<file path="src/rtl/parport_arbiter.sv">
// ---------------------------------------------------------------------------
// parport_arbiter
//
// Shares one parity-protected parallel printer port among N_REQ byte
// requesters. A round-robin arbiter picks one pending requester, captures
// its byte together with an odd-parity bit, and then runs the four-phase
// strobe/ack handshake with the printer.
//
// Handshake contract, requester side (valid/ready):
//   req[i] is the "valid" of requester i and must stay high, with
//   req_data[8*i +: 8] stable, until grant[i] pulses for one cycle. The
//   pulse means the byte was captured on the previous edge; the requester
//   may then drop req[i] or present the next byte. req changes while the
//   port is busy are ignored. A requester that keeps req high competes
//   again at the next IDLE cycle.
//
// Handshake contract, printer side (four-phase):
//   parallelPort_dout is stable for SETUP_CYC cycles before strobe rises,
//   strobe stays high until ack is sampled high, then strobe drops and the
//   block waits for ack to be sampled low before the next byte.
//
// Optional feature, compile macro PARPORT_ACK_TIMEOUT_EN:
//   defined   - each of the STROBE and RELEASE waits is limited to
//               TIMEOUT_CYC cycles; on expiry the byte is abandoned, the
//               block returns to IDLE and timeout_err sets (sticky).
//   undefined - no timeout counter; timeout_err is tied low.
//
// Parameters:
//   N_REQ        number of requesters (2..8)
//   SETUP_CYC    cycles dout is stable before strobe rises (>=1)
//   TIMEOUT_CYC  ack wait limit per handshake phase (>=1)
//
// Ports:
//   clk                in   clock, all logic on posedge
//   reset              in   synchronous, active-high
//   req                in   [N_REQ-1:0] per-requester byte pending
//   req_data           in   [8*N_REQ-1:0] byte of requester i at [8*i +: 8]
//   grant              out  [N_REQ-1:0] one-hot 1-cycle capture pulse
//   ack                in   printer acknowledge (sampled on clk)
//   parallelPort_dout  out  [8:0] {odd parity, byte}
//   strobe             out  data-valid strobe to printer
//   busy               out  high whenever the FSM is not IDLE
//   owner              out  [2:0] index of the requester owning the port
//   timeout_err        out  sticky ack-timeout flag
// ---------------------------------------------------------------------------
module parport_arbiter #(
    parameter int N_REQ       = 4,
    parameter int SETUP_CYC   = 1,
    parameter int TIMEOUT_CYC = 255
) (
    input  logic                 clk,
    input  logic                 reset,
    input  logic [N_REQ-1:0]     req,
    input  logic [8*N_REQ-1:0]   req_data,
    output logic [N_REQ-1:0]     grant,
    input  logic                 ack,
    output logic [8:0]           parallelPort_dout,
    output logic                 strobe,
    output logic                 busy,
    output logic [2:0]           owner,
    output logic                 timeout_err
);

    typedef enum logic [1:0] {
        ST_IDLE    = 2'd0,
        ST_SETUP   = 2'd1,
        ST_STROBE  = 2'd2,
        ST_RELEASE = 2'd3
    } state_t;

    localparam int              SC_W       = $clog2(SETUP_CYC + 1);
    localparam logic [SC_W-1:0] SETUP_LAST = SC_W'(SETUP_CYC - 1);
    localparam logic [SC_W-1:0] SC_MAX     = '1;
    localparam logic [2:0]      PTR_RST    = 3'(N_REQ - 1);

    state_t            state;
    state_t            state_nx;
    logic [2:0]        ptr;
    logic [SC_W-1:0]   setup_cnt;

    logic              win_found;
    logic [2:0]        win_idx;
    logic [7:0]        win_byte;
    logic [N_REQ-1:0]  win_onehot;
    logic              to_hit;

    // Round-robin pick. Requesters above the last winner outrank those at or
    // below it; within each group the lowest index wins. Scanning downward
    // and letting the last hit stand yields the lowest index, and the upper
    // group is scanned second so it overrides the lower one.
    always_comb begin
        win_found  = 1'b0;
        win_idx    = 3'd0;
        win_byte   = 8'h00;
        for (int k = N_REQ - 1; k >= 0; k--) begin
            if (req[k] && (k <= int'(ptr))) begin
                win_found = 1'b1;
                win_idx   = 3'(k);
                win_byte  = req_data[8*k +: 8];
            end
        end
        for (int k = N_REQ - 1; k >= 0; k--) begin
            if (req[k] && (k > int'(ptr))) begin
                win_found = 1'b1;
                win_idx   = 3'(k);
                win_byte  = req_data[8*k +: 8];
            end
        end
        win_onehot = {{(N_REQ-1){1'b0}}, 1'b1} << win_idx;
    end

    // Next-state logic. A sampled ack always takes precedence over an
    // expiring timeout in the same cycle.
    always_comb begin
        state_nx = state;
        case (state)
            ST_IDLE:    if (win_found)                state_nx = ST_SETUP;
            ST_SETUP:   if (setup_cnt >= SETUP_LAST)  state_nx = ST_STROBE;
            ST_STROBE:  if (ack)                      state_nx = ST_RELEASE;
                        else if (to_hit)              state_nx = ST_IDLE;
            ST_RELEASE: if (!ack || to_hit)           state_nx = ST_IDLE;
            default:                                  state_nx = ST_IDLE;
        endcase
    end

    assign strobe = (state == ST_STROBE);
    assign busy   = (state != ST_IDLE);

    // State register and capture path. dout only ever changes on the
    // arbitration edge, so it is stable for the whole handshake.
    always_ff @(posedge clk) begin
        if (reset) begin
            state             <= ST_IDLE;
            grant             <= '0;
            parallelPort_dout <= 9'h100;
            owner             <= 3'd0;
            ptr               <= PTR_RST;
            setup_cnt         <= '0;
        end else begin
            state <= state_nx;
            grant <= '0;
            if (state == ST_IDLE && win_found) begin
                grant             <= win_onehot;
                parallelPort_dout <= {~^win_byte, win_byte};
                owner             <= win_idx;
                ptr               <= win_idx;
                setup_cnt         <= '0;
            end else if (state == ST_SETUP && setup_cnt != SC_MAX) begin
                setup_cnt <= setup_cnt + SC_W'(1);
            end
        end
    end

`ifdef PARPORT_ACK_TIMEOUT_EN
    localparam int              TO_W    = ($clog2(TIMEOUT_CYC + 1) > 8) ? $clog2(TIMEOUT_CYC + 1) : 8;
    localparam logic [TO_W-1:0] TO_LAST = TO_W'(TIMEOUT_CYC - 1);
    localparam logic [TO_W-1:0] TO_MAX  = '1;

    logic [TO_W-1:0] to_cnt;
    logic            to_fire;

    // to_cnt holds the number of cycles already spent in the current wait
    // state, so the wait ends after exactly TIMEOUT_CYC cycles.
    assign to_hit  = (to_cnt >= TO_LAST);
    assign to_fire = to_hit && (((state == ST_STROBE) && !ack) ||
                                ((state == ST_RELEASE) && ack));

    always_ff @(posedge clk) begin
        if (reset) begin
            to_cnt      <= '0;
            timeout_err <= 1'b0;
        end else begin
            if (state_nx != state) begin
                to_cnt <= '0;
            end else if ((state == ST_STROBE || state == ST_RELEASE) && to_cnt != TO_MAX) begin
                to_cnt <= to_cnt + TO_W'(1);
            end
            if (to_fire) begin
                timeout_err <= 1'b1;
            end
        end
    end
`else
    assign to_hit      = 1'b0;
    assign timeout_err = 1'b0;
`endif

endmodule

</file>
<file path="config.mk">
export PLATFORM = sky130hd
export DESIGN_NAME = parport_arbiter
export DESIGN_NICKNAME = d
export VERILOG_FILES = /design/src/rtl/parport_arbiter.sv
export SDC_FILE = /design/constraint.sdc
export NUM_CORES = 1
export LEC_CHECK = 0
export ABC_AREA = 0
export CAP_MARGIN = 5
export CORE_UTILIZATION = 32
export CTS_CLUSTER_SIZE = 10
export DETAILED_ROUTE_END_ITERATION = 7
export GPL_ROUTABILITY_DRIVEN = 0
export PLACE_DENSITY = 0.73
export RECOVER_POWER = 50
export SLEW_MARGIN = 20
export SYNTH_ARGS = -nofsm -noshare
export SYNTH_HDL_FRONTEND = slang
export SYNTH_SLANG_ARGS = --single-unit
</file>
<file path="constraint.sdc">
create_clock -name clk -period 4.8 [get_ports clk]
set_input_delay 1.2 -clock clk [delete_from_list [all_inputs] [get_ports clk]]
set_output_delay 1.2 -clock clk [all_outputs]
set_load 0.1 [all_outputs]
</file>
# Word level (Yosys, flattened, before mapping)
# Index checks and enable logic that the tools add are counted.
[classes] reduce_logical=14 magnitude_cmp=7 shift=1 bitwise_logic=2 eq_ne=7 muxes=26 n_addsub=1
[ops] op="$mux W8" n=7
[ops] op="$mux W3" n=5
[ops] op="$mux W2" n=6
[ops] op="$logic_and A1 B1 Y1" n=8
[ops] op="$ne A2 B2 Y1 const B" n=4
[ops] op="$pmux W2 S4" n=1
[ops] op="$reduce_xnor A8 Y1" n=1
[ops] op="$mux W1" n=7
[ops] op="$gt A2 B3 Y1 const A" n=2
[ops] op="$le A2 B3 Y1 const A" n=2
[ops] op="$eq A2 B2 Y1 const B" n=2
[ops] op="$reduce_and A4 Y1" n=1
[ops] op="$reduce_or A2 Y1" n=2
[ops] op="$shl A1 B3 Y4 const A" n=1
[ops] op="$gt A1 B3 Y1 const A" n=1
[ops] op="$le A1 B3 Y1 const A" n=1
[ops] op="$eq A2 B1 Y1 const B" n=1
[ops] op="$logic_not A2 Y1" n=1
[ops] op="$not A1 Y1" n=2
[ops] op="$reduce_bool A2 Y1" n=1
[ops] op="$add A1 B1 Y1 const B" n=1
[ops] op="$ge A1 B1 Y1 const B" n=1
[totals] ff_bits=22 output_inout_bits=19

# Logic depth before layout (Yosys ltp)
# Gate-level depths: netlist (run 1).
[logic_depth] ltp_word=12 ltp_mapped=11 mapped_depth_nobuf=9

# Worst setup path after synthesis (run 1)
# No wires, ideal clock.
[synth_timing] path_kind="input port to flip-flop" start="in req[2]" end="reg parallelPort_dout[8]" arrival_ns=2.913 path_stages=9 n_path_buf=1 path_slack_ns=1.817 path_cell_list="buf_6 and4b_4 a221oi_1 o211ai_1 o221ai_1 a31oi_1 xor2_1 xnor3_1 o21ai_1"
[synth_via] elab_chain_cells=8 elab_cells_between_ends=16 classes_between="12 x mux; 4 x reduce/logical"
[synth_rtl] element="start: declaration" line_no="53" text="input logic [N_REQ-1:0] req,"
[synth_rtl] element="$logic_and A1 B1 Y1" line_no="96" text="if (req[k] && (k <= int'(ptr))) begin"
[synth_rtl] element="$mux W8 / $mux W1 (equally long branches) (3 in a row)" line_no="96"
[synth_rtl] element="$mux W8 / $mux W1 (equally long branches) (3 in a row)" line_no="103" text="if (req[k] && (k > int'(ptr))) begin"
[synth_rtl] element="$reduce_xnor A8 Y1 / $logic_and A1 B1 Y1 (equally long branches)" line_no="144, 142"
[synth_rtl] element="end signal: assignment" line_no="144" text="parallelPort_dout <= {~^win_byte, win_byte};"
[synth_rtl] element="end: declaration" line_no="57" text="output logic [8:0] parallelPort_dout,"
# Parallel ways exist; a longest one is shown, timed or not.
# A chain may end at the register's enable or synchronous reset.

# Worst setup path in the final report (run 1)
# Ends and elaborated chain as after synthesis.

==> summary.md, run 1 <==
| Metric | Value |
|---|---|
| Status | `finished clean` |
| Sequential share of the synthesized area | `26.6%` |
| Placement Rows | `23` |
| Critical path type | `primary input to register` |
| Die W | `approximately 70 um` |
| Global-route wire length before repair | `about 6500 um` |
| Ys async rst share | `0%` |
| Core area | `a little over 4000 um2` |
| Worst EP required | `4980 ps` |
| Total power | `1290 uW` |
| Fin. max-slew vios | `0` |
| Setup Viol. Count Final | `0` |
| Post-CTS sizing | `0` |
| Main synth FF type | `dfxtp_1` |
| Clk buf depth | `2` |
| Detailed Routing Iterations Pass 1 | `4` |
| Worst Path Max Fanout | `17` |
| Cell Area, Synth | `1430 um2` |
| CTS Buf Count | `3` |
| EDFF count, synth | `0` |
| Switching power | `approximately 740 uW` |
| CTS clk-pin slew, worst paths | `70 ps` |
| Leakage power | `0.000793 uW` |
| Final Util | `a little under 50%` |
| WL/cell | `13.5 um` |
| CP max stage cell | `dlygate4sd3_1` |
| Die H | `68.8 um` |
| Die area | `4740 um2` |
| Minimum clock period | `3710 ps` |
| Clock Sinks | `19` |
| Vias in the first global route | `1,451` |
| CP max stage delay | `approximately 870 ps` |
| Initial antenna violation count | `0` |
| Most area-consuming cells after synthesis | `dfxtp_1 27%, a21oi_1 8.1%, nor2_1 6.0%` |
| GRT Overall Usage | `18.0%` |
| Port Buffers | `55` |
| Boundary pin count | `58` |
| Most common cell after layout, fill and taps aside | `clkdlybuf4s50_1` |
| Synth Register Bits | `19` |
| Root buf cell | `clkbuf_8` |
| Total global routing overflow | `0` |
| Post-synth top area share | `26.6%` |
| Commonest non-fill, non-tap cells in the layout | `39 x clkdlybuf4s50_1, 23 x a21oi_1, 23 x nor2_1` |
| CTS H-tree lvls | `1` |
| R2R Path Start | `ptr[1]$_SDFFE_PP1P_` |
| RR Endpoint | `parallelPort_dout[8]$_SDFFE_PP1P_` |
| Mapped Avg Cell Area | `between 7 and 8 um2` |
| Layout area overhead | `41.7%` |
| Synth warn | `0` |
| Maximum VDD drop | `0.433 mV` |
| Seq pwr share | `between 20% and 30%` |
| Area leader, netlist | `dfxtp_1` |
| Final hold vios | `0` |
| DR DRC count | `0` |
| Final-layout fill cell count | `447` |
| Hold buffers post-CTS | `0` |
| Share of cells above drive strength 1 | `3.70%` |
| Number of max-cap violations | `0` |
| CP dominant cell by count | `o21ai_1` |
| CP cell instances | `dlygate4sd3_1 -> and4b_4 -> a221oi_2 -> o211ai_1 -> o221ai_1 -> o21ai_1 -> a31oi_1 -> xor2_1 -> xnor3_1 -> o21ai_1` |
| Worst slew margin | `between 30% and 40%` |
| Setup TNS | `0 ps` |
| Synth Instances | `195` |
| Period utilization | `approximately 77%` |
| 1st-iter DRT viols | `137` |
| Switching part of the total | `between 50% and 60%` |
| Worst slew pin tran | `985 ps` |
| Hold crit path type | `register to register` |
| Largest net degree at the start of global routing | `22` |
| Hold Crit Endpoint | `owner[1]$_SDFFE_PP0P_` |
| Vias per cell | `5.53` |
| Post-CTS Setup Bufs | `0` |
| Layout Skew | `0.412 ps` |
| Hold path depth | `2` |
| Starting Density | `34.5%` |
| Clock Power Share | `8.4%` |
| CP Launch Type | `primary input` |
| Placement-stage cell area | `between 1500 and 2000 um2` |
| R2R cell count | `8` |
| CP arrival | `3900 ps` |
| Antenna-violating nets left | `0` |
| Skew-Pair Late Insertion Delay | `250 ps` |
| Setup slack, reg-to-reg | `2100 ps` |
| Unrepaired setup endpoints after global routing | `no` |
| Drt total wl | `3970 um` |
| CTS tree | `done` |
| Int Pwr | `551 uW` |
| Max Clock Freq | `269 MHz` |
| Combinational share of power | `70.7%` |
| Post-layout net count | `287` |
| Final Cell Area | `2020 um2` |
| Min-delay src | `owner[1]$_SDFFE_PP0P_` |
| Antenna Cells | `0` |
| Crit path capture type | `register` |
| Dpl hpwl | `between 3000 and 4000 um` |
| Via count | `1,619` |
| Netlist cell types | `38` |
| Pwr Density | `639 nW/um2` |
cell families (layout without fill, tap and decap cells):
| kind of cell | Yosys count | in the layout | share of synthesized area, % |
|---|---|---|---|
| AO/OA/AOI/OAI | 85 | 85 | 39.8 |
| AND/OR/NAND/NOR | 58 | 58 | 18.6 |
| buffers and inverters | 25 | 72 | 8.32 |
| flip-flops | 19 | 19 | 26.6 |
| adder cells (fa/ha/maj) | 4 | 4 | 3.50 |
| XOR/XNOR | 2 | 2 | 2.19 |
| other | 1 | 2 | 0.262 |
| multiplexers | 1 | 1 | 0.701 |
final cells by class:
type	count	area, um2	share of cell area (%)
Multi-Input combinational cell	152	933	46.1
Timing Repair Buffer	56	558	27.6
Sequential cell	19	380	18.8
Inverter	12	45.0	2.22
Clock buffer	4	45.0	2.22
Tap cell	50	62.6	3.09
synth_stat cells (all sizes together) (6+ instances only):
| library cell | instances |
|---|---|
| nor2 | 23 |
| o211ai | 9 |
| buf | 7 |
| nand2 | 17 |
| inv | 12 |
| a221oi | 9 |
| a211oi | 6 |
| dfxtp | 19 |
| a21oi | 23 |
| o21ai | 20 |
| clkbuf | 6 |
layer usage:
layer | vias up | global-route usage (%) | routed length (um)
li1 | 812 | - | -
met1 | 742 | 24.2 | 1750
met2 | 63 | 30.1 | 1880
met3 | 2 | 4.93 | 328
met4 | 0 | 0.765 | 8
met5 | - | 0 | 0
sequential cells by signal, indices dropped and copies added (netlist names):
| register | flops |
|---|---|
| grant | 4 |
| owner | 2 |
| parallelPort_dout | 9 |
| ptr | 2 |
| state | 2 |
critical path: cells and delay by family:
kind | cells | cell delay, ps
AOI/OAI and AO/OA | 6 | 940
buffers and inverters | 1 | 870
xor gates and xnor gates | 2 | 570
and+or+nand+nor | 1 | 310
how the worst max path moves through the flow:
stage / to / start / depth (start not counted)
after floorplan: parallelPort_dout[8]$_SDFFE_PP1P_ / req[2] / 9
after global placement: parallelPort_dout[8]$_SDFFE_PP1P_ / req[2] / 10
after detailed placement: parallelPort_dout[8]$_SDFFE_PP1P_ / req[2] / 10
after CTS: parallelPort_dout[8]$_SDFFE_PP1P_ / req[2] / 10
after global routing: parallelPort_dout[8]$_SDFFE_PP1P_ / req[2] / 10
final: parallelPort_dout[8]$_SDFFE_PP1P_ / req[2] / 10
power groups by stage:
| stage | registers (uW) | logic [uW] | clock network (uW) |
|---|---|---|---|
| 5_1_grt | 279 | 986 | 120 |
| 3_3_place_gp | 276 | 923 | 0 |
| 2_1_floorplan | 562 | 445 | 0 |
| 4_1_cts | 273 | 933 | 113 |
| 3_5_place_dp | 275 | 932 | 0 |
| 6_report | 270 | 915 | 108 |
through the flow:
stage	setup WS [ps]	hold WS [ps]	std cells
after floorplan	1820	490	196
final	1090	462	293
after detailed placement	924	448	289
after CTS	1190	461	293
after global placement	980	445	289
after global routing	878	489	293
Power figures use the tool's default switching activity.
==> inputs of run 2 (changes only) <==
Clock period 4.8 ns to 3.6 ns, I/O delays scaled along.
==> run 2 against run 1 <==
  * Clock skew is 1.9 ps higher
  * Via count grew 1.4%
  * Power grew 32%
  * First-iteration DRC count decreased by 25%
  * Design area decreased by 0.68%
  * Combinational power is 31% higher
  * Sequential cell count stayed put
  * Sequential power rose by 33%
  * Global-route usage is 0.56 points lower
  * Count of clock-buffer cells in the layout shrank 1
  * Critical path type unchanged
  * Largest cell class unchanged
  * Largest power group unchanged
  * Highest routed layer is now met3
==> summary.md, run 2 (synthesized netlist as in run 1, its figures left out) <==
| Metric | Value |
|---|---|
| Status | `finished clean` |
| Detailed Routing Iterations Pass 1 | `4` |
| Switching power | `1000 uW` |
| Placed Cells | `297` |
| Vias in the first global route | `1,444` |
| CP arrival | `roughly 3400 ps` |
| Worst slew margin | `22.3%` |
| 1st-iter DRT viols | `between 100 and 150` |
| Layout Skew | `2.35 ps` |
| Hold crit path type | `register to register` |
| Final hold vios | `0` |
| Skew-Pair Late Insertion Delay | `about 250 ps` |
| Clk buf depth | `2` |
| Maximum VDD drop | `0.550 mV` |
| Antenna-violating nets left | `0` |
| Commonest non-fill, non-tap cells in the layout | `37 x clkdlybuf4s50_1, 23 x a21oi_1, 23 x nor2_1` |
| CTS tree | `done` |
| Most common cell after layout, fill and taps aside | `clkdlybuf4s50_1` |
| CP max stage cell | `dlygate4sd3_1` |
| Unrepaired setup endpoints after global routing | `no` |
| Clock Power Share | `8.6%` |
| Setup Viol. Count Final | `0` |
| Via count | `1,641` |
| Total global routing overflow | `0` |
| Placement Rows | `23` |
| Layout Cells excl Fill | `between 300 and 400` |
| Pwr Density | `847 nW/um2` |
| CP cell instances | `dlygate4sd3_1 -> and4b_4 -> a221oi_1 -> o211ai_1 -> o221ai_2 -> o21ai_1 -> a31oi_1 -> xor2_1 -> xnor3_1 -> o21ai_1` |
| Worst Path Max Fanout | `11` |
| CP max stage delay | `around 730 ps` |
| Boundary pin count | `58` |
| Fin worst setup slack | `348 ps` |
| Initial antenna violation count | `0` |
| Drt total wl | `slightly above 4000 um` |
| DR DRC count | `0` |
| Setup TNS | `0 ps` |
| Dpl hpwl | `about 3200 um` |
| CTS H-tree lvls | `1` |
| CP dominant cell by count | `o21ai_1` |
| Biggest register | `parallelPort_dout` |
| Final hold slack | `457 ps` |
| CP Launch Type | `primary input` |
| Leakage power | `0.000787 uW` |
| Port Buffers | `55` |
| Combinational share of power | `between 70% and 80%` |
| Share of cells above drive strength 1 | `under 10%` |
| Minimum clock period | `roughly 3300 ps` |
| Number of max-cap violations | `0` |
| Worst EP required | `3790 ps` |
| Core area | `4140 um2` |
| Die area | `4740 um2` |
| CTS clk-pin slew, worst paths | `approximately 70 ps` |
| Post-layout net count | `295` |
| Final-layout fill cell count | `433` |
| Dpl ws | `191 ps` |
| Antenna Cells | `0` |
| Largest regs | `parallelPort_dout: 9 flops, grant: 4 flops` |
| Switching part of the total | `58.9%` |
| Int Pwr | `around 700 uW` |
| Max FFs per register | `9` |
| Vias per cell | `approximately 5.5` |
| Critical path type | `primary input to register` |
| Layout area overhead | `40.7%` |
| Root buf cell | `clkbuf_8` |
| Die H | `68.8 um` |
| Clock Sinks | `19` |
| Worst slew pin tran | `between 1000 and 1500 ps` |
| Period utilization | `between 90% and 100%` |
| WL/cell | `13.4 um` |
| GRT Overall Usage | `17.4%` |
| Fin. max-slew vios | `0` |
| Crit path capture type | `register` |
| Starting Density | `34.5%` |
| Post-CTS Setup Bufs | `0` |
| Global-route wire length before repair | `6320 um` |
| Largest net degree at the start of global routing | `18` |
| Hold buffers post-CTS | `0` |
| Post-CTS sizing | `0` |
| Die W | `68.8 um` |
| CTS Buf Count | `3` |
| Seq pwr share | `21.1%` |
| Max Clock Freq | `308 MHz` |
-- run 2: cell types whose count changed in the layout (fill, tap and decap cells not counted) --
cell	previous run	this run
clkbuf_1	1	12
dlygate4sd3_1	16	6
buf_4	1	9
clkdlybuf4s50_1	39	37
clkinv_2	0	1
-- run 2: path summary, 6_finish.rpt --
path,start,to,slack (ps),depth (start not counted)
setup / recovery,req[2],parallelPort_dout[8]$_SDFFE_PP1P_,350,10
hold / removal,owner[1]$_SDFFE_PP0P_,owner[1]$_SDFFE_PP0P_,460,2
setup reg to reg,ptr[1]$_SDFFE_PP1P_,parallelPort_dout[8]$_SDFFE_PP1P_,1060,8
hold reg to reg,owner[1]$_SDFFE_PP0P_,owner[1]$_SDFFE_PP0P_,460,2
-- run 2: worst max-delay path, delay by kind of cell --
| kind | cells | cell delay (ps) |
|---|---|---|
| AND/OR/NAND/NOR | 1 | 290 |
| buffers and inverters | 1 | 730 |
| AO/OA/AOI/OAI | 6 | 950 |
| XOR/XNOR | 2 | 570 |
-- run 2: area by class of cell --
cell class	count	area, um2	area share [%]
inverters	12	45.0	2.24
flip-flops and latches	19	380	18.9
multi-input cells	152	933	46.4
clock buffers	3	41.3	2.05
clock inverters	1	5.00	0.249
repair buffers	64	543	27.0
well taps	50	62.6	3.11
-- run 2: layer usage --
layer	global-route usage (%)	wire, um	vias to the layer above
li1	-	-	830
met1	23.2	1890	757
met2	29.8	1870	54
met3	3.95	272	0
met4	1.28	0	0
met5	0	0	-
-- run 2: power by group through the flow --
stage / logic, uW / clock network [uW] / registers (uW)
floorplan: 594 / 0 / 749
global placement: 1240 / 0 / 364
detailed placement: 1250 / 0 / 364
CTS: 1250 / 150 / 361
global route: 1290 / 160 / 372
finish: 1200 / 147 / 359
-- run 2: through the flow --
step | power [uW] | area, um2 | util (%)
2_1_floorplan | 1340 | 1430 | -
3_3_place_gp | 1610 | 2010 | 48.5
3_5_place_dp | 1620 | 2010 | 48.5
4_1_cts | 1770 | 2060 | 49.6
5_1_grt | 1820 | 2010 | 48.5
6_report | 1700 | 2010 | 48.5
==> inputs of run 3 (changes only) <==
Settings changed: CTS_CLUSTER_SIZE 10 to 25.
==> results of run 3 <==
Same layout as run 2: the final DEF is identical, and so are final timing and power.
==> RTL edit (settings of run 3) <==
The 4 states of `state_t` get a one-hot encoding in 4 bits.
--- a/src/rtl/parport_arbiter.sv
+++ b/src/rtl/parport_arbiter.sv
@@ -61,11 +61,11 @@
     output logic                 timeout_err
 );
 
-    typedef enum logic [1:0] {
-        ST_IDLE    = 2'd0,
-        ST_SETUP   = 2'd1,
-        ST_STROBE  = 2'd2,
-        ST_RELEASE = 2'd3
+    typedef enum logic [3:0] {
+        ST_IDLE    = 4'b0001,
+        ST_SETUP   = 4'b0010,
+        ST_STROBE  = 4'b0100,
+        ST_RELEASE = 4'b1000
     } state_t;
 
     localparam int              SC_W       = $clog2(SETUP_CYC + 1);
Behaviour: no difference found for any inputs over 10 cycles, from zero or initial values and one cycle with reset high; not proved beyond that.
==> RTL edit against run 3 <==
Worst setup slack improved by 50 ps. First-iteration DRC count increased by 51%. Sequential cell count increased by 2. Critical path depth decreased by 3. Power decreased by 31%. Wire length increased by 17%. Final area increased by 12%. Die area increased by 18%. Utilization decreased by 4.3 points. Synthesized area increased by 18%. Combinational power decreased by 41%. Critical endpoint is now parallelPort_dout[3]$_SDFFE_PP0P_. Highest routed layer is now met4.
==> RTL edit: results (changes against run 3) <==
- Pin count of the biggest net entering global routing: 19 (was 18)
- Iteration-0 DRC Markers: 156 (was 103)
- Worst vdd rail ir drop: 245 uV (was 550 uV)
- WP data arrival: 3330 ps (was 3440 ps)
- Clock Skew: 6.28 ps (was 2.35 ps)
- FF-to-FF path depth: 9 (was 8)
- Ys Warns: 0 (unchanged)
- Hpwl dp: 3750 microns (was 3160 microns)
- Global-route usage over all layers: 0.170 (was 0.174)
- Largest regs: parallelPort_dout (9), grant (4), state (4) (was parallelPort_dout (9), grant (4))
- CTS Buffer Depth: 2 (unchanged)
- DP Worst Slack: 213 ps (was 191 ps)
- Setup Buffers After CTS: 0 (unchanged)
- Unique masters post-synth: 47 (was 38)
- Routed WL: 4730 microns (was 4040 microns)
- Crit-path max FO: 16 (was 11)
- Ranking of synthesized cells by area: dfxtp_1, a21oi_1, nand2_1 (was dfxtp_1, a21oi_1, nor2_1)
- Top cells by count, synth: nand2_1, a21oi_1, dfxtp_1, nor2_1, o21ai_0 (was a21oi_1, nor2_1, dfxtp_1)
- Sequential area share after synthesis: 0.249 (was 0.266)
- Number of global-route vias before repair: 1600 (was 1444)
- Status: complete, no violations (unchanged)
- R2r setup slk: 1040 ps (was 1060 ps)
- Net count, final: 328 (was 295)
- Placed Area: 0.00226 sq mm (was 0.00201 sq mm)
- Global-route wire length before repair: 7400 microns (was 6320 microns)
- Share of cells above drive strength 1: 0.0764 (was 0.0717)
- Antenna viol nets, final: 0 (unchanged)
RTL edit: changes by cell type in the layout (fill, tap and decap cells not counted), moves of 4 or more:
cell	before	now
ha_1	4	0
o211ai_1	9	5
nand2_1	17	30
a221oi_1	7	3
nand2b_1	4	11
o22ai_1	0	4
RTL edit: per-stage QoR:
stage / hold WS (ps) / total power, W / std cells
floorplan: 446 / 0.000889 / 239
finish: 472 / 0.00118 / 358
CTS: 470 / 0.00121 / 358
detailed placement: 457 / 0.00106 / 354
global route: 476 / 0.00125 / 358
global placement: 454 / 0.00105 / 354
RTL edit: logic make-up (layout without fill, tap and decap cells):
group,after synthesis,in the layout,share of synthesized area
other cells,1,2,0.00222
mux,1,1,0.00593
simple gates,85,85,0.254
flops,21,21,0.249
buf+inv,35,84,0.0978
compound gates,89,89,0.352
xor+xnor,6,6,0.0393
RTL edit: per-layer routing:
layer / vias to the layer above / wire [microns] / track usage / share of wire
li1: 952 / - / - / -
met1: 875 / 2210 / 0.241 / 0.47
met2: 52 / 2280 / 0.279 / 0.48
met3: 2 / 220 / 0.0281 / 0.046
met4: 0 / 21 / 0.0231 / 0.0044
met5: - / 0 / 0 / 0
RTL edit: report_power, final:
group	switching [W]	internal [W]	leakage [nW]
registers	0.0000425	0.000275	0.173
clock network	0.0000747	0.0000770	0.0255
logic	0.000487	0.000220	0.681
RTL edit: critical path, cell delays in order:
cell and delay (ps):
dlygate4sd3_1 850, clkbuf_1 260, nor4_1 120, nor2_1 780, o211ai_1 210, o21ai_0 140
nor2_1 50
RTL edit: area by class of cell:
cell class	instances	area (sq um)
fillers	552	2850
flip-flops and latches	21	420
multi-input cells	183	1110
inverters	15	56.3
clock inverters	1	5.00
well taps	70	87.6
repair buffers	65	541
clock buffers	3	41.3
RTL edit: worst max-delay path by stage:
stage                                                    to  slack (ps)                   from
after detailed placement  parallelPort_dout[8]$_SDFFE_PP1P_         210                 req[3]
after CTS                 parallelPort_dout[8]$_SDFFE_PP1P_         470                 req[3]
final                     parallelPort_dout[3]$_SDFFE_PP0P_         400                 req[3]
after floorplan                                      strobe         180  state[3]$_SDFFE_PP0P_
after global routing      parallelPort_dout[3]$_SDFFE_PP0P_         220                 req[3]
after global placement    parallelPort_dout[8]$_SDFFE_PP1P_         290                 req[3]
